`config.mk`:
```
export PLATFORM = sky130hd
export DESIGN_NAME = mesh_match_resp_ni
export DESIGN_NICKNAME = d
export VERILOG_FILES = /design/src/rtl/mesh_match_resp_ni_pkg.sv /design/src/rtl/mesh_ni_ret_fifo.sv /design/src/rtl/mesh_match_resp_ni.sv
export SDC_FILE = /design/constraint.sdc
export NUM_CORES = 1
export LEC_CHECK = 0
export CAP_MARGIN = 0
export CORE_MARGIN = 4
export CORE_UTILIZATION = 40
export DETAILED_ROUTE_END_ITERATION = 7
export GPL_ROUTABILITY_DRIVEN = 1
export PLACE_DENSITY = 0.85
export SYNTH_ARGS = -nofsm -noshare
export SYNTH_HDL_FRONTEND = slang
export SYNTH_SLANG_ARGS = --single-unit
```
`constraint.sdc`:
```
create_clock -name clk -period 4 [get_ports clk]
set_input_delay 0.6 -clock clk [delete_from_list [all_inputs] [get_ports clk]]
set_output_delay 0.6 -clock clk [all_outputs]
set_load 0.01 [all_outputs]
```
`src/rtl/mesh_match_resp_ni_pkg.sv`:
```
// Shared field widths and mesh payload pack/unpack offsets for the match-PE network interfaces.
// The job-PE-side NI uses the same offset macros so both ends agree on the packet layout.
`ifndef MESH_W
`define MESH_W 64
`endif
`ifndef ADDR_WIDTH
`define ADDR_WIDTH 16
`endif
`ifndef LAZY_LEN_LOG2
`define LAZY_LEN_LOG2 2
`endif
`ifndef NUM_JOB_PE_LOG2
`define NUM_JOB_PE_LOG2 5
`endif
`ifndef MATCH_LEN_WIDTH
`define MATCH_LEN_WIDTH 6
`endif

// Request payload, LSB first: job_pe_idx, tag, history_addr, head_addr
`ifndef MNI_REQ_PE_LSB
`define MNI_REQ_PE_LSB   0
`define MNI_REQ_TAG_LSB  (`MNI_REQ_PE_LSB + `NUM_JOB_PE_LOG2)
`define MNI_REQ_HIST_LSB (`MNI_REQ_TAG_LSB + `LAZY_LEN_LOG2)
`define MNI_REQ_HEAD_LSB (`MNI_REQ_HIST_LSB + `ADDR_WIDTH)
`define MNI_REQ_BITS     (`MNI_REQ_HEAD_LSB + `ADDR_WIDTH)
`define MNI_RESP_TAG_LSB 0
`define MNI_RESP_LEN_LSB (`MNI_RESP_TAG_LSB + `LAZY_LEN_LOG2)
`define MNI_RESP_BITS    (`MNI_RESP_LEN_LSB + `MATCH_LEN_WIDTH)
`endif

package mesh_match_resp_ni_pkg;

  localparam int unsigned MESH_W_DEF = `MESH_W;
  localparam int unsigned ADDR_W     = `ADDR_WIDTH;
  localparam int unsigned TAG_W      = `LAZY_LEN_LOG2;
  localparam int unsigned PE_W       = `NUM_JOB_PE_LOG2;
  localparam int unsigned LEN_W      = `MATCH_LEN_WIDTH;

  localparam int unsigned REQ_PE_LSB   = `MNI_REQ_PE_LSB;
  localparam int unsigned REQ_TAG_LSB  = `MNI_REQ_TAG_LSB;
  localparam int unsigned REQ_HIST_LSB = `MNI_REQ_HIST_LSB;
  localparam int unsigned REQ_HEAD_LSB = `MNI_REQ_HEAD_LSB;
  localparam int unsigned REQ_BITS     = `MNI_REQ_BITS;
  localparam int unsigned RESP_TAG_LSB = `MNI_RESP_TAG_LSB;
  localparam int unsigned RESP_LEN_LSB = `MNI_RESP_LEN_LSB;

  typedef struct packed {
    logic [TAG_W-1:0] tag;
    logic [PE_W-1:0]  pe;
  } ret_entry_t;

endpackage

```
`src/rtl/mesh_ni_ret_fifo.sv`:
```
// Return-address FIFO: power-of-two depth, wrap-around pointers plus an occupancy count.
module mesh_ni_ret_fifo #(
  parameter int unsigned WIDTH = 8,
  parameter int unsigned DEPTH = 4,
  localparam int unsigned AW = $clog2(DEPTH)
) (
  input  logic             clk,
  input  logic             rst_n,
  input  logic             push,
  input  logic [WIDTH-1:0] wr_data,
  input  logic             pop,
  output logic [WIDTH-1:0] rd_data,
  output logic             full,
  output logic             empty
);

  logic [WIDTH-1:0] mem [DEPTH];
  logic [AW-1:0]    wr_ptr;
  logic [AW-1:0]    rd_ptr;
  logic [AW:0]      count;
  logic             do_push;
  logic             do_pop;

  assign full    = (count == (AW+1)'(DEPTH));
  assign empty   = (count == '0);
  assign do_push = push & ~full;
  assign do_pop  = pop & ~empty;
  assign rd_data = mem[rd_ptr];

  always_ff @(posedge clk or negedge rst_n) begin
    if (!rst_n) begin
      wr_ptr <= '0;
      rd_ptr <= '0;
      count  <= '0;
    end else begin
      if (do_push) wr_ptr <= wr_ptr + 1'b1;
      if (do_pop)  rd_ptr <= rd_ptr + 1'b1;
      case ({do_push, do_pop})
        2'b10:   count <= count + 1'b1;
        2'b01:   count <= count - 1'b1;
        default: count <= count;
      endcase
    end
  end

  always_ff @(posedge clk) begin
    if (do_push) mem[wr_ptr] <= wr_data;
  end

endmodule

```
`src/rtl/mesh_match_resp_ni.sv`:
```
// Mesh NI in front of a shared match PE: ejects match requests, remembers who asked,
// and injects each match result back to the originating job PE as a response packet.
module mesh_match_resp_ni
  import mesh_match_resp_ni_pkg::*;
#(
  parameter int unsigned W           = MESH_W_DEF,
  parameter int unsigned X_SIZE      = 8,
  parameter int unsigned Y_SIZE      = 8,
  parameter int unsigned OUTSTANDING = 4,
  localparam int unsigned XW = $clog2(X_SIZE),
  localparam int unsigned YW = $clog2(Y_SIZE)
) (
  input  logic              clk,
  input  logic              rst_n,
  input  logic [XW-1:0]     i_coord_x,
  input  logic [YW-1:0]     i_coord_y,
  input  logic              i_mesh_valid,
  input  logic [XW-1:0]     i_mesh_dst_x,
  input  logic [YW-1:0]     i_mesh_dst_y,
  input  logic [W-1:0]      i_mesh_payload,
  output logic              i_mesh_ready,
  output logic              o_mesh_valid,
  output logic [XW-1:0]     o_mesh_dst_x,
  output logic [YW-1:0]     o_mesh_dst_y,
  output logic [W-1:0]      o_mesh_payload,
  input  logic              o_mesh_ready,
  output logic              o_req_valid,
  output logic [ADDR_W-1:0] o_req_head_addr,
  output logic [ADDR_W-1:0] o_req_history_addr,
  input  logic              i_req_ready,
  input  logic              i_resp_valid,
  input  logic [LEN_W-1:0]  i_resp_match_len,
  output logic              o_resp_ready,
  output logic              o_err_misroute
);

  logic       req_fire;
  logic       mesh_fire;
  logic       is_local;
  logic       ret_push;
  logic       ret_full;
  logic       ret_empty;
  logic       resp_fire;
  logic       out_fire;
  ret_entry_t ret_wr;
  ret_entry_t ret_rd;
  logic [W-1:0] resp_payload;
  logic       unused_payload_bits;

  assign unused_payload_bits = ^i_mesh_payload[W-1:REQ_BITS];

  // Request side
  assign req_fire     = o_req_valid & i_req_ready;
  assign i_mesh_ready = (~o_req_valid | req_fire) & ~ret_full;
  assign mesh_fire    = i_mesh_valid & i_mesh_ready;
  assign is_local     = (i_mesh_dst_x == i_coord_x) && (i_mesh_dst_y == i_coord_y)
                        && i_mesh_dst_y[0];
  assign ret_push     = mesh_fire & is_local;
  assign ret_wr.tag   = i_mesh_payload[REQ_TAG_LSB +: TAG_W];
  assign ret_wr.pe    = i_mesh_payload[REQ_PE_LSB +: PE_W];

  always_ff @(posedge clk or negedge rst_n) begin
    if (!rst_n) begin
      o_req_valid        <= 1'b0;
      o_req_head_addr    <= '0;
      o_req_history_addr <= '0;
      o_err_misroute     <= 1'b0;
    end else begin
      if (ret_push) begin
        o_req_valid        <= 1'b1;
        o_req_head_addr    <= i_mesh_payload[REQ_HEAD_LSB +: ADDR_W];
        o_req_history_addr <= i_mesh_payload[REQ_HIST_LSB +: ADDR_W];
      end else if (req_fire) begin
        o_req_valid <= 1'b0;
      end
      if (mesh_fire && !is_local) o_err_misroute <= 1'b1;
    end
  end

  mesh_ni_ret_fifo #(
    .WIDTH($bits(ret_entry_t)),
    .DEPTH(OUTSTANDING)
  ) u_ret_fifo (
    .clk    (clk),
    .rst_n  (rst_n),
    .push   (ret_push),
    .wr_data(ret_wr),
    .pop    (resp_fire),
    .rd_data(ret_rd),
    .full   (ret_full),
    .empty  (ret_empty)
  );

  // Response side: results are only taken while a return address is waiting
  assign out_fire     = o_mesh_valid & o_mesh_ready;
  assign o_resp_ready = (~o_mesh_valid | o_mesh_ready) & ~ret_empty;
  assign resp_fire    = i_resp_valid & o_resp_ready;

  always_comb begin
    resp_payload = '0;
    resp_payload[RESP_TAG_LSB +: TAG_W] = ret_rd.tag;
    resp_payload[RESP_LEN_LSB +: LEN_W] = i_resp_match_len;
  end

  always_ff @(posedge clk or negedge rst_n) begin
    if (!rst_n) begin
      o_mesh_valid   <= 1'b0;
      o_mesh_dst_x   <= '0;
      o_mesh_dst_y   <= '0;
      o_mesh_payload <= '0;
    end else begin
      if (resp_fire) begin
        o_mesh_valid   <= 1'b1;
        o_mesh_dst_x   <= ret_rd.pe[XW-1:0];
        o_mesh_dst_y   <= YW'({ret_rd.pe[PE_W-1:XW], 1'b0});
        o_mesh_payload <= resp_payload;
      end else if (out_fire) begin
        o_mesh_valid <= 1'b0;
      end
    end
  end

endmodule

```
Word level (Yosys, flattened, before mapping)
Memory sizes are Yosys's and may differ from the RTL's. A register that Yosys moved wholly into a read port is not among the register bits.
Cells that the tools add are included.
Operators by class
  $add $sub $neg: 4
  eq/ne operators: 5
  muxes and demuxes: 7
  bitwise operators: 15
  reductions and logical operators: 9
Operator list (number)
  1-bit AND: 9
  3-bit equality test: 2
  1-bit 2-to-1 mux: 6
  3-bit case mux with 2 select lines: 1
  2-bit nonzero test: 3
  2-bit by 1-bit adder with 2-bit output, second input constant: 2
  1-bit inverter: 4
  3-bit by 1-bit adder with 3-bit output, second input constant: 1
  3-bit equality test, second input constant: 1
  1-bit logical AND: 3
  3-bit logical NOT: 1
  3-bit by 1-bit subtractor with 3-bit output, second input constant: 1
  2-bit by 1-bit equality test with 1-bit output, second input constant: 1
  2-bit equality test, second input constant: 1
  1-bit logical NOT: 2
  1-bit bitwise OR: 2
Storage, ports and cells
  bits in registers: 50
  bits in writable memories: 28
  output and inout port bits: 107
  word-level logic and storage cells: 50
  memories kept: 1
Memory list
  u_ret_fifo.mem: words 4, bits a word 7, read ports 1, clocked after Yosys merged registers in 1, write ports 1, line mesh_ni_ret_fifo.sv:17  | logic [WIDTH-1:0] mem [DEPTH];

Logic depth before layout (Yosys ltp)
Gate-level depths: netlist (run 1).
  depth in word-level cells: 8
  mapped depth: 10

Cells and area by module
From an unflattened synthesis (run 1), not the netlist that was laid out.
Unflattened totals
  cells, all modules: 249
  area total of the unflattened synthesis: 3903.7 um2
Modules (own cells, without submodules)
  mesh_match_resp_ni: times used 1, cells an instance 175, area an instance 2453.6 um2, sequential area each 1201.2 um2
  mesh_ni_ret_fifo: times used 1, cells an instance 74, area an instance 1450.1 um2, sequential area each 1016.0 um2

Worst setup path after synthesis (run 1)
OpenSTA, ideal clock, no wires.
  path kind: register to register
  from: register u_ret_fifo.count[0]
  to: register u_ret_fifo.count[1]
  library setup time: 83 ps
  data arrival time: 2225 ps
  slack: 1693 ps
  stages on the path, launching flop included: 9
  path buffers: 1
  clock period less this slack: 2307 ps
  path through: dfrtp_1 or3_2 nand3_2 clkinv_1 buf_2 ha_1 inv_1 fa_1 o21ai_0
On the way
  elaborated cells between the ends (all ways): 17
RTL lines
  start: declaration: line mesh_ni_ret_fifo.sv:20  | logic [AW:0] count;
  start signal: assignment: line mesh_ni_ret_fifo.sv:39  | 2'b10: count <= count + 1'b1;
  start signal: assignment: line mesh_ni_ret_fifo.sv:40  | 2'b01: count <= count - 1'b1;
  start signal: assignment: line mesh_ni_ret_fifo.sv:41  | default: count <= count;
  3-bit logical NOT (*): line mesh_ni_ret_fifo.sv:25  | assign empty = (count == '0);
  1-bit inverter (*): line mesh_ni_ret_fifo.sv:27, mesh_match_resp_ni.sv:96
  1-bit AND: line mesh_match_resp_ni.sv:96  | assign o_resp_ready = (~o_mesh_valid | o_mesh_ready) & ~ret_empty;
  1-bit AND: line mesh_match_resp_ni.sv:97  | assign resp_fire = i_resp_valid & o_resp_ready;
  1-bit AND (*): line mesh_ni_ret_fifo.sv:27  | assign do_pop = pop & ~empty;
  net u_ret_fifo.do_pop: line mesh_ni_ret_fifo.sv:22  | logic do_pop;
  2-bit by 1-bit equality test with 1-bit output / 2-bit equality test (equally long branches): line mesh_ni_ret_fifo.sv:38  | case ({do_push, do_pop})
  3-bit case mux with 2 select lines / 2-bit nonzero test (equally long branches)
The timed path passes the listed nets; every way through them passes the cells marked *.
A chain may end at the register's enable or synchronous reset.

Final worst setup path (run 1)
  from: register u_ret_fifo.count[0]
  to: register u_ret_fifo.count[1]
On the way
  longest elaborated chain between the ends: 8
  elaborated cells between the ends (all ways): 17
RTL lines
  3-bit equality test: line mesh_ni_ret_fifo.sv:24  | assign full = (count == (AW+1)'(DEPTH));
  1-bit inverter: line mesh_ni_ret_fifo.sv:26, mesh_match_resp_ni.sv:54
  1-bit AND: line mesh_match_resp_ni.sv:54  | assign i_mesh_ready = (~o_req_valid | req_fire) & ~ret_full;
  1-bit AND: line mesh_match_resp_ni.sv:55  | assign mesh_fire = i_mesh_valid & i_mesh_ready;
  1-bit AND: line mesh_match_resp_ni.sv:58  | assign ret_push = mesh_fire & is_local;
  1-bit AND: line mesh_ni_ret_fifo.sv:26  | assign do_push = push & ~full;
  2-bit by 1-bit equality test with 1-bit output / 2-bit equality test (equally long branches): line mesh_ni_ret_fifo.sv:38
  3-bit case mux with 2 select lines / 2-bit nonzero test (equally long branches)
Parallel ways exist; a longest one is shown, timed or not.

==> results of run 1 <==
==> state kept, by name, indices dropped and copies added (netlist names), 3 cells and up <==
| signal | flops |
|---|---|
| o_mesh_dst_x | 3 |
| o_mesh_payload | 8 |
| o_req_history_addr | 16 |
| u_ret_fifo.count | 3 |
| o_req_head_addr | 16 |
| u_ret_fifo.mem | 28 |
==> worst max-delay path, delay by kind of cell (launching register included) <==
kind / cells / cell delay [ns]
buf+inv: 2 / 0.55
fa+ha+maj: 2 / 0.84
compound gates: 1 / 0.17
simple gates: 2 / 0.72
flops: 1 / 0.43
==> routing by layer <==
metal | track usage | vias up
li1 | - | 1002
met1 | 0.154 | 1043
met2 | 0.219 | 110
met4 | 0.0521 | 0
met5 | 0 | -
met3 | 0.0431 | 14
==> cell families after synthesis <==
logic type,share of synthesized area
muxes,0.184
adders and majority gates,0.0213
buffers and inverters,0.139
AOI/OAI and AO/OA,0.00323
DFF,0.572
other,0.000968
xor gates and xnor gates,0.0249
and+or+nand+nor,0.0543
==> cell type report <==
| class | count | area [µm²] |
|---|---|---|
| fill | 772 | 4290 |
| inverter | 7 | 26.3 |
| timing repair buffer | 113 | 1120 |
| multi-input combinational | 164 | 1330 |
| sequential | 83 | 2220 |
| clock buffer | 9 | 124 |
| tap | 129 | 161 |
| clock inverter | 7 | 52.6 |
==> metrics by stage <==
step	total power, µW	setup WS (ns)	hold slack, ns	cell area [µm²]
floorplan	1600	1.69	0.304	4080
global placement	1940	0.958	0.457	4860
detailed placement	1970	0.872	0.471	4860
CTS	2530	1.17	0.173	5030
global route	2630	1.02	0.180	5030
finish	2490	1.20	0.163	5030
==> where the power goes <==
part           internal (µW)  total, µW  switching [µW]
Sequential              1020       1150             124
Combinational            489        792             303
Clock                    230        547             317
==> worst max-delay path by stage <==
stage | start | to | cells past startpoint | slack (ns)
5_1_grt | u_ret_fifo.count[0]$_DFFE_PN0P_ | u_ret_fifo.count[1]$_DFFE_PN0P_ | 7 | 1.02
3_3_place_gp | i_req_ready | u_ret_fifo.count[2]$_DFFE_PN0P_ | 11 | 0.96
4_1_cts | u_ret_fifo.count[0]$_DFFE_PN0P_ | u_ret_fifo.count[1]$_DFFE_PN0P_ | 7 | 1.17
6_report | u_ret_fifo.count[0]$_DFFE_PN0P_ | u_ret_fifo.count[1]$_DFFE_PN0P_ | 7 | 1.20
2_1_floorplan | u_ret_fifo.count[0]$_DFFE_PN0P_ | u_ret_fifo.count[1]$_DFFE_PN0P_ | 8 | 1.69
3_5_place_dp | i_req_ready | u_ret_fifo.count[1]$_DFFE_PN0P_ | 9 | 0.87
==> synth_stat cells, types with 2 or more instances <==
cell	count	area share
sky130_fd_sc_hd__and2_1	5	0.0081
sky130_fd_sc_hd__buf_12	3	0.016
sky130_fd_sc_hd__buf_4	57	0.11
sky130_fd_sc_hd__dfrtp_1	55	0.36
sky130_fd_sc_hd__edfxtp_1	28	0.22
sky130_fd_sc_hd__ha_1	5	0.016
sky130_fd_sc_hd__inv_1	6	0.0058
sky130_fd_sc_hd__mux2_2	12	0.035
sky130_fd_sc_hd__mux2_4	28	0.11
sky130_fd_sc_hd__mux4_2	7	0.041
sky130_fd_sc_hd__nand2_1	24	0.023
sky130_fd_sc_hd__nand3_2	2	0.0052
sky130_fd_sc_hd__xnor2_1	9	0.020
sky130_fd_sc_hd__xor2_1	2	0.0045
==> reports/summary.md, run 1 <==
The first global-routing pass estimated 11500 µm of wire. The run gives 0.00224 µW as the leakage power. The tools report the number of max-capacitance violations reported as 0. The count of cells along the worst register-to-register path is 7, and the mean instance size in the synthesized netlist is 14.8 µm². After clock tree synthesis, the clock-pin slew on the worst setup and hold paths is 0.09 ns. After detailed routing, the average wire length per cell comes to 14.6 µm. The logs give 262 for the number of instances in the synthesized netlist and 0.572 for the sequential-to-total area share from yosys stat. IR analysis of the VDD net gives a maximum drop of 203 µV. The power density over the cells is 494 nW/µm². The fraction of registers with async set/reset came out at 0.663.

The clock sink count is 83. The run gives 5650 µm as the placed wire-length estimate after detailed placement. After clock tree synthesis, the repair step resized 0 gates.

In the layout the commonest cells are 111 x sky130_fd_sc_hd__clkdlybuf4s50_1, 57 x sky130_fd_sc_hd__conb_1, 55 x sky130_fd_sc_hd__dfrtp_1. The final max-slew violation count is 0, and the count of final setup violators is 0. Number of hold violations in the final report: 0. The initial core utilization is 0.415. Number of instances in the placed design: 496.

In this run the critical register-to-register path is captured at u_ret_fifo.count[1]$_DFFE_PN0P_. The count of nets left with antenna violations once routing finished came out at 0. The critical path goes through or3_2 > nand3_2 > clkinv_1 > ha_1 > inv_1 > fa_1 > o21ai_0. In this run the critical register-to-register path is launched from u_ret_fifo.count[0]$_DFFE_PN0P_. The worst setup path is launched from a flip-flop.

The netlist uses 33 different library cells. During placement, the flow inserted port buffers numbering 112. For the insertion delay of the later-clocked pin in the worst-skew pair, the log shows 0.35 ns. The finished layout holds 512 standard cells, fillers aside.

For this design, the CTS-stage hold fixing added 0 buffers. In this run the vertical extent of the chip is 106 µm. For the achievable clock frequency, the log shows 358 MHz. The logs give 0 ns for the setup TNS and 2169 for the total via count after detailed routing.

The floorplan step defined a die boundary enclosing 11300 µm². The detailed router used layers up to and including met4. The number of setup buffers added after CTS is 0. The final layout contains 472 nets. The flow ran to the end, and the final reports show no timing, DRC or antenna violations.

Top-level port count: 195. The initial detailed-routing violation count is 81, and the total DRC errors in the routed layout is 0. The logs give 0.540 for the final core area utilization and 0.00576 ns for the clock tree skew after final layout. The library cell used most frequently in the layout, excluding fill and tap cells, is sky130_fd_sc_hd__clkdlybuf4s50_1. Maximum cell stage delay along the critical path: 0.52 ns. The congestion estimate from routability-driven global placement came to 0.669. From synthesis to final layout, the design area changed by 29.9%. The worst path needs 2.80 ns of the cycle, external delays included. The average vias per placed instance is 4.24. TritonCTS built the clock tree. The category of the critical setup timing path was flip-flop to flip-flop.

The die width is 106 µm, and the maximum number of pins on one net before global-route repair is 41. Count of flip-flops with a built-in enable after synthesis: 28. The setup slack of the most critical reg-to-reg path came out at 1.20 ns. In this run the core area contains 35 standard-cell rows. Detailed routing placed a total of 710 µm of wire on met3. For this run, the leading register cell type out of synthesis is sky130_fd_sc_hd__dfrtp_1.

Critical path endpoint category: a flip-flop. For the total global-route track usage, the log shows 0.130. The class of the tightest hold or removal check was input pin to asynchronous set/reset pin.

The number of clock buffers added by TritonCTS is 9. Summed over all layers, the routed wires come to 7460 µm. Part of the cycle the worst path needs: 0.699. The fraction of final layout cells sized beyond drive strength 1 is 0.180. The combined area of all synthesized cells is 3870 µm². 0 antenna diodes ended up in the layout. Data on the critical path arrives at its endpoint at 3.06 ns. Setup repair after global routing left no endpoint under its margin.

In the detailed route, the total length drawn on met2 is 3720 µm. In this run the clock root is driven by a sky130_fd_sc_hd__clkbuf_8. For the pin with the worst max-slew slack, the measured transition is 0.725 ns. The logs give 0 for the number of antenna violations at the first check in global routing and 4 for the detailed-router iteration count before antenna repair. The number of buffers on the longest clock path was 2; the core outline area was 9330 µm².

The relative slew slack is 0.512. The number of global-route vias before repair is 2299, and the worst path required time is 4.27 ns. The slowest stage of the critical path is the sky130_fd_sc_hd__or3_2 cell.

For this run the aggregate overflow at the end of global routing stands at 0. In this run the worst path has a maximum fanout of 15. The met1 routed wirelength after detailed routing was 2870 µm. The run gives 0 as the synthesis warning total.

The maximum level of the CTS H-tree is 3, and the number of flip-flops and latches in the synthesized netlist is 83.
Power figures use the tool's default switching activity.
==> run 2, diff against run 1 <==
--- a/config.mk
+++ b/config.mk
@@ -7,10 +7,10 @@
 export LEC_CHECK = 0
 export CAP_MARGIN = 0
 export CORE_MARGIN = 4
-export CORE_UTILIZATION = 40
+export CORE_UTILIZATION = 36
 export DETAILED_ROUTE_END_ITERATION = 7
 export GPL_ROUTABILITY_DRIVEN = 1
-export PLACE_DENSITY = 0.85
+export PLACE_DENSITY = 0.81
 export SYNTH_ARGS = -nofsm -noshare
 export SYNTH_HDL_FRONTEND = slang
 export SYNTH_SLANG_ARGS = --single-unit
==> constraint.sdc (replaced) <==
create_clock -name clk -period 2.39 [get_ports clk]
set_input_delay 0.3585 -clock clk [delete_from_list [all_inputs] [get_ports clk]]
set_output_delay 0.3585 -clock clk [all_outputs]
set_load 0.01 [all_outputs]
==> run 2 against run 1 <==
  * Sequential share of layout area decreased by 1.7 points
  * Cell area increased by 4.1%
  * Routed wire length increased by 1.1%
  * Via count increased by 3.2%
  * Non-clock buffer count increased by 19
  * Combinational power increased by 72%
  * Largest cell class unchanged
==> reports/summary.md, run 2 (same netlist as run 1, synthesis figures left out) <==
The tools report the startpoint class of the critical path as a flip-flop. The leakage power is 0.00236 µW (+5.2%), and the average wire per cell in the routed design is 14.0 µm (-3.7%). The logs give 10400 µm² (+12%) for the core outline area and 37 (+5.7%) for the number of standard-cell rows in the floorplan. For this run, the top clock speed supported by timing is 439 MHz. The insertion delay of the later-clocked pin in the worst-skew pair came out at 0.35 ns (about the same).

For the net count reported at finish, the log shows 491 (+4.0%). The setup slack of the critical path after layout was 0.111 ns (-1.09 ns); the number of hold violations in the final report was 0 (unchanged). The run finished with clean final reports. For the worst path required time, the log shows 2.03 ns (-2.24 ns). The logs give 0 (unchanged) for the remaining number of nets flagged by the antenna check after routing and 0 (unchanged) for the final max-slew violation count. The power density over the cells was 816 nW/µm² (+65%).

The number of max-capacitance violations reported is 0 (unchanged). Count of cells along the worst register-to-register path: 11 (+4). The placed wire-length estimate after detailed placement was 5940 µm (+5.1%).

The minimum clock period after layout is 2.28 ns. TritonCTS built the clock tree. The tools report the total DRC errors in the routed layout as 0 (unchanged). The logs give 47 (-42%) for the initial detailed-routing violation count and 0.372 (-0.0434) for the initial core utilization. The final routed wirelength across all metal layers is 7540 µm (+1.1%), and the switching power is 1220 µW (+63%). The tools report the clock sink count as 83 (unchanged). The final core area utilization was 0.503 (-0.0368); the number of flip-flops under the largest register name was 28 (unchanged).

For the internal power summed over all cells, the log shows 3060 µW (+75%). The wire length of the first global-routing pass is 12100 µm (+5.3%). The clock tree skew after final layout is 0.00917 ns (+0.00341 ns). In the final layout, the registers with the most flip-flops are u_ret_fifo.mem: 28 flops, o_req_head_addr: 16 flops, o_req_history_addr: 16 flops. The fraction of final layout cells sized beyond drive strength 1 works out to 0.219 (+0.0387). The total via count after detailed routing came out at 2238 (+3.2%). For the top-level port count, the log shows 195 (unchanged).

In the layout the commonest cells are 111 x sky130_fd_sc_hd__clkdlybuf4s50_1, 57 x sky130_fd_sc_hd__conb_1, 55 x sky130_fd_sc_hd__dfrtp_1. The maximum level of the CTS H-tree was 3 (unchanged). The worst-case vdd ir drop was 373 µV (+84%); the tightest hold margin was 0.454 ns (+0.290 ns). The worst register-to-register path begins at u_ret_fifo.count[0]$_DFFE_PN0P_. Setup repair after global routing left no endpoint under its margin. The data arrival time of the critical path was 1.92 ns (-1.14 ns); the combinational share of power was 0.318 (about the same).

The run gives 0 (unchanged) as the total inserted antenna cells. The tools report the number of buffers on the longest clock path as 2 (unchanged). The detailed-router iteration count before antenna repair was 3 (-1). The worst setup path is captured at a primary output.

Number of global-route vias before repair: 2478 (+7.8%). The layout overhead on the synthesized area is 35.2%. The end of the worst register-to-register path was u_ret_fifo.count[2]$_DFFE_PN0P_. The logs give -0.0895 ns (-0.961 ns) for the pre-CTS setup slack and 0.14 ns (-1.06 ns) for the setup slack of the most critical reg-to-reg path.

The tools report the routability congestion estimate as 0.690 (+3.2%). The worst hold path belongs to the class input pin to asynchronous set/reset pin. The number of I/O port buffers is 112 (unchanged), and the aggregate global routing overflow is 0 (unchanged).

The buffers inserted during post-CTS setup optimization came out at 0 (unchanged). The part of the cycle the worst path needs came out at 0.954. u_ret_fifo.mem holds more flip-flops than any other register. The logs give 0 (unchanged) for the count of final setup violators and 0.233 (+0.013) for the clock network power share. The die width came out at 112 µm (+5.0%). The clock buffer count from CTS was 9 (unchanged); the number of antenna violations at the first check in global routing was 0 (unchanged). In this run the clock root is driven by a sky130_fd_sc_hd__clkbuf_8. The die area was 12500 µm² (+10%). Floorplan die height: 112 µm (+5.0%). The critical path in this run is classified as flip-flop to primary output. The clock-pin transition on the worst setup and hold timing paths is 0.09 ns (about the same). The switching share of total power is 0.284 (-0.0148). The logs give 0.449 (-0.013) for the register share of total power and 22 (-46%) for the maximum number of pins on one net before global-route repair.

The largest fanout of any net on the critical path was 4 (-11). The average vias per placed instance was 4.16 (-1.8%). The most common cell after layout, fill and taps aside is sky130_fd_sc_hd__clkdlybuf4s50_1. The total global-route track usage was 0.122 (-0.00805).
[run 2: what timing repair did]
action / in CTS / in global routing
endpoints found under the hold margin: 16 / 0
setup endpoints to repair: 0 / 1
gates resized for setup: 0 / 1
hold buffers: 1 / 0
[run 2: worst max-delay path by stage]
stage / end / start / cells past startpoint
finish: o_resp_ready / u_ret_fifo.count[0]$_DFFE_PN0P_ / 3
global route: u_ret_fifo.count[2]$_DFFE_PN0P_ / u_ret_fifo.count[0]$_DFFE_PN0P_ / 11
CTS: o_resp_ready / u_ret_fifo.count[0]$_DFFE_PN0P_ / 3
detailed placement: u_ret_fifo.count[2]$_DFFE_PN0P_ / i_coord_x[0] / 12
global placement: u_ret_fifo.count[2]$_DFFE_PN0P_ / i_coord_x[0] / 12
floorplan: u_ret_fifo.count[1]$_DFFE_PN0P_ / u_ret_fifo.count[0]$_DFFE_PN0P_ / 8
[run 2: area by class of cell]
type,instances,area [µm²]
inverter,7,26.3
timing repair buffer,132,1290
fill,906,5180
clock buffer,9,124
tap,136,170
sequential,83,2220
clock inverter,7,75.1
multi-input combinational,164,1330
[run 2: power groups by stage]
stage	combinational, µW	sequential [µW]	clock [µW]
6_report	1360	1920	998
5_1_grt	1470	1960	1120
4_1_cts	1380	1920	1040
3_5_place_dp	1370	1950	0
3_3_place_gp	1340	1940	0
2_1_floorplan	710	1960	0
[run 2: routing by layer]
metal / up-vias / global-route usage / part of all wire / wire length, µm
li1: 1040 / - / - / -
met2: 109 / 0.216 / 0.52 / 3940
met3: 11 / 0.0342 / 0.078 / 586
met4: 0 / 0.0414 / 0.014 / 102
met5: - / 0 / 0 / 0
met1: 1078 / 0.142 / 0.39 / 2920
[run 2: critical path, stage by stage (launching register included)]
cell and delay (ns):
sky130_fd_sc_hd__dfrtp_1 0.43, sky130_fd_sc_hd__or3_2 0.51, sky130_fd_sc_hd__and2_1 0.16, sky130_fd_sc_hd__clkdlybuf4s50_1 0.48
[run 2: through the flow]
| step | total power, µW | instances | cell area (µm²) | setup TNS [ns] |
|---|---|---|---|---|
| floorplan | 2670 | 318 | 4080 | 0 |
| global placement | 3280 | 521 | 5030 | -0.178 |
| detailed placement | 3320 | 521 | 5030 | -0.171 |
| CTS | 4340 | 538 | 5240 | 0 |
| global route | 4550 | 538 | 5240 | 0 |
| finish | 4270 | 538 | 5240 | 0 |
==> run 3, diff against run 2 <==
--- a/config.mk
+++ b/config.mk
@@ -6,11 +6,12 @@
 export NUM_CORES = 1
 export LEC_CHECK = 0
 export CAP_MARGIN = 0
-export CORE_MARGIN = 4
+export CORE_MARGIN = 3
 export CORE_UTILIZATION = 36
 export DETAILED_ROUTE_END_ITERATION = 7
 export GPL_ROUTABILITY_DRIVEN = 1
-export PLACE_DENSITY = 0.81
+export PLACE_DENSITY = 0.75
+export RECOVER_POWER = 25
 export SYNTH_ARGS = -nofsm -noshare
 export SYNTH_HDL_FRONTEND = slang
 export SYNTH_SLANG_ARGS = --single-unit
==> run 3 against run 2 <==
  * The run now ends with capacitance limit, slew limit left
  * Utilization hardly changed
  * Largest cell class unchanged
  * Count of clock-buffer cells in the layout is 3 higher
  * Non-clock buffer count is 2 lower
  * Clock power is 9.9% lower
  * Total power is 2.3% lower
  * Critical path type unchanged
  * Cell area hardly changed
==> reports/summary.md, run 3 (same netlist as run 1, synthesis figures left out) <==
For the achievable clock frequency, the log shows 446 MHz (+1.6%). The total global-route track usage was 0.122 (about the same); the die width was 110 µm (-1.8%). The worst setup path is launched from a flip-flop. The wire length of the first global-routing pass is 11100 µm (-8.5%). The switching share of total power was 0.285 (+0.00110); the switching power was 1190 µW (-1.9%). The area of the multi-input gates is 1330 µm² (unchanged).

The run gives 3 (unchanged) as the maximum level of the CTS H-tree. The largest registers in the layout are u_ret_fifo.mem: 28 flops, o_req_head_addr: 16 flops, o_req_history_addr: 16 flops. Clock tree synthesis selected as its root buffer the cell sky130_fd_sc_hd__clkbuf_8. The top-level port count is 195 (unchanged). The detailed-router iteration count before antenna repair came out at 4 (+1). The number of global-route vias before repair is 2283 (-7.9%). The average vias per placed instance is 4.11 (-1.2%), and the maximum number of pins on one net before global-route repair is 34 (+55%).

The number of standard-cell rows in the floorplan was 37 (unchanged); the total via count after detailed routing was 2204 (-1.5%). The global routing met2 resource utilization is 0.202 (-0.0140). The worst setup path is captured at a primary output.

The average wire per cell in the routed design came out at 13.3 µm (-4.8%). The tools report the worst-case vdd ir drop as 351 µV (-5.8%). The final max-slew violation count is 34 (+34). The global routing stage identified its most utilized layer as met2.

For the number of non-filler instances in the completed layout, the log shows 536 (-0.37%). Leaving out fill and tap cells, the most frequent cell in the layout is sky130_fd_sc_hd__clkdlybuf4s50_1. The logs give 2 (unchanged) for the number of buffers on the longest clock path and 905 (-0.11%) for the number of inserted filler cells in the final layout.

The run gives 108 (+130%) as the initial detailed-routing violation count. TritonCTS built the clock tree. The met1 track demand over resource was 0.146 (+0.00391); the actual transition at the worst max-transition pin was 1.77 ns.

The data arrival time of the critical path came out at 1.88 ns (-0.04 ns). The global routing met3 resource utilization is 0.0435 (+0.00921), and the layout overhead on the synthesized area is 35.3% (about the same). The final routed wirelength across all metal layers is 7160 µm (-5.2%), and the placed wire-length estimate after detailed placement is 5450 µm (-8.2%). Clock tree skew after final layout: 0.0121 ns (+0.00297 ns).

The clock buffer count from CTS was 9 (unchanged); the combinational share of power was 0.326 (+0.008). The floorplan die height was 110 µm (-1.8%). The run gives 0.674 (-2.4%) as the routability congestion estimate. For the count of final setup violators, the log shows 0 (unchanged). Register share of total power: 0.458 (+0.009). The logs give 83 (unchanged) for the clock sink count and 2980 µW (-2.5%) for the internal power summed over all cells.

The largest fanout of any net on the critical path was 4 (unchanged). The fraction of final layout cells sized beyond drive strength 1 was 0.213 (-0.00641). The run finished, with violations left.

The number of flip-flops under the largest register name was 28 (unchanged); the number of instances in the placed design was 519 (-0.38%). Setup repair after global routing left no endpoint under its margin. The run gives 0 (unchanged) as the aggregate global routing overflow. The number of I/O port buffers was 112 (unchanged). The tightest hold margin was 0.476 ns (+0.0228 ns). The clock-pin transition on the worst setup and hold timing paths is 0.09 ns (about the same). The core outline area came out at 10400 µm² (unchanged). The worst setup path is of the flip-flop to primary output kind.

The tools report the worst path required time as 2.03 ns (about the same). The area occupied by registers was 2220 µm² (unchanged). The register with the most flip-flops in the final layout is u_ret_fifo.mem.

The count of cells along the worst register-to-register path came out at 11 (unchanged). The final reports fail on capacitance limit, slew limit. Class of the tightest hold or removal check: input pin to asynchronous set/reset pin. For the total DRC errors in the routed layout, the log shows 0 (unchanged). The run gives 2 (+2) as the number of antenna violations at the first check in global routing. For the setup TNS, the log shows 0 ns (unchanged). The remaining number of nets flagged by the antenna check after routing is 0 (unchanged). The run gives 0.372 (unchanged) as the initial core utilization.

The number of max-capacitance violations reported was 1 (+1); the die area was 12000 µm² (-3.5%). The net count reported at finish came out at 489 (-0.41%). The top cell types in the final layout, fill and taps aside, are 105 x sky130_fd_sc_hd__clkdlybuf4s50_1, 57 x sky130_fd_sc_hd__conb_1, 55 x sky130_fd_sc_hd__dfrtp_1. The part of the cycle the worst path needs is 0.939 (-0.0151), and the clock network power share is 0.215 (-0.018). The power density over the cells is 797 nW/µm² (-2.4%), and the setup slack of the most critical reg-to-reg path is 0.17 ns (+0.03 ns).

The number of hold violations in the final report is 0 (unchanged), and the relative slew slack is -0.179. The total inserted antenna cells was 0 (unchanged); the minimum clock period after layout was 2.24 ns (-0.0361 ns). Leakage power: 0.00235 µW (-0.33%). Insertion delay of the later-clocked pin in the worst-skew pair: 0.34 ns (about the same).
run 3: changes by cell type in the layout (fill, tap and decap cells not counted), sizes merged:
cell / previous run / this run
buf: 20 / 18
clkinvlp: 2 / 1
clkdlybuf4s50: 111 / 105
clkbuf: 9 / 13
dlygate4sd3: 1 / 6
inv: 8 / 7
bufinv: 1 / 0
run 3: critical path, cell delays in order (launching register included):
cell                              delay, ns
sky130_fd_sc_hd__dfrtp_1               0.42
sky130_fd_sc_hd__or3_2                 0.50
sky130_fd_sc_hd__and2_1                0.15
sky130_fd_sc_hd__clkdlybuf4s50_1       0.48
run 3: metrics by stage:
stage                     utilization  power (µW)  cell area (µm²)  setup WS (ns)
after floorplan                     -        2670             4080         0.0827
after global placement          0.486        3270             5060        -0.0572
after detailed placement        0.486        3310             5060         -0.110
after CTS                       0.502        4230             5230          0.104
after global routing            0.503        4450             5240        0.00968
final                           0.503        4170             5240          0.147
run 3: path summary, 6_finish.rpt:
check / startpoint / to
min in group clk: o_mesh_payload[5]$_DFFE_PN0N_ / o_mesh_payload[5]$_DFFE_PN0N_
max in group asynchronous: rst_n / u_ret_fifo.rd_ptr[1]$_DFFE_PN0P_
worst max-delay path: u_ret_fifo.count[0]$_DFFE_PN0P_ / o_resp_ready
worst min-delay path: rst_n / o_req_head_addr[13]$_DFFE_PN0N_
worst min register to register: o_mesh_payload[5]$_DFFE_PN0N_ / o_mesh_payload[5]$_DFFE_PN0N_
worst max register to register: u_ret_fifo.count[0]$_DFFE_PN0P_ / u_ret_fifo.count[2]$_DFFE_PN0P_
run 3: timing repair:
| item | CTS | global route |
|---|---|---|
| endpoints found under the hold margin | 0 | 0 |
| setup buffers | 0 | 1 |
| hold buffers | 0 | 0 |
| resized for setup | 0 | 1 |
| setup endpoints to repair | 0 | 1 |
run 3: final cells by class:
type / count / share of cell area
inverters: 7 / 0.00501
multi-input cells: 164 / 0.254
repair buffers: 130 / 0.253
well taps: 136 / 0.0325
clock buffers: 12 / 0.0277
flip-flops and latches: 83 / 0.423
clock inverters: 4 / 0.00501
run 3: routing by layer:
| layer | part of all wire | wire length (µm) | up-vias |
|---|---|---|---|
| met5 | 0.0032 | 23 | - |
| met4 | 0.0095 | 68 | 4 |
| met3 | 0.087 | 619 | 9 |
| met2 | 0.51 | 3670 | 111 |
| met1 | 0.39 | 2770 | 1039 |
| li1 | - | - | 1041 |
run 3: power by group through the flow:
stage	logic [µW]	clock network, µW	registers, µW
after floorplan	710	0	1960
after global placement	1330	0	1940
after detailed placement	1360	0	1950
after CTS	1360	943	1920
after global routing	1490	1010	1950
final	1360	899	1910
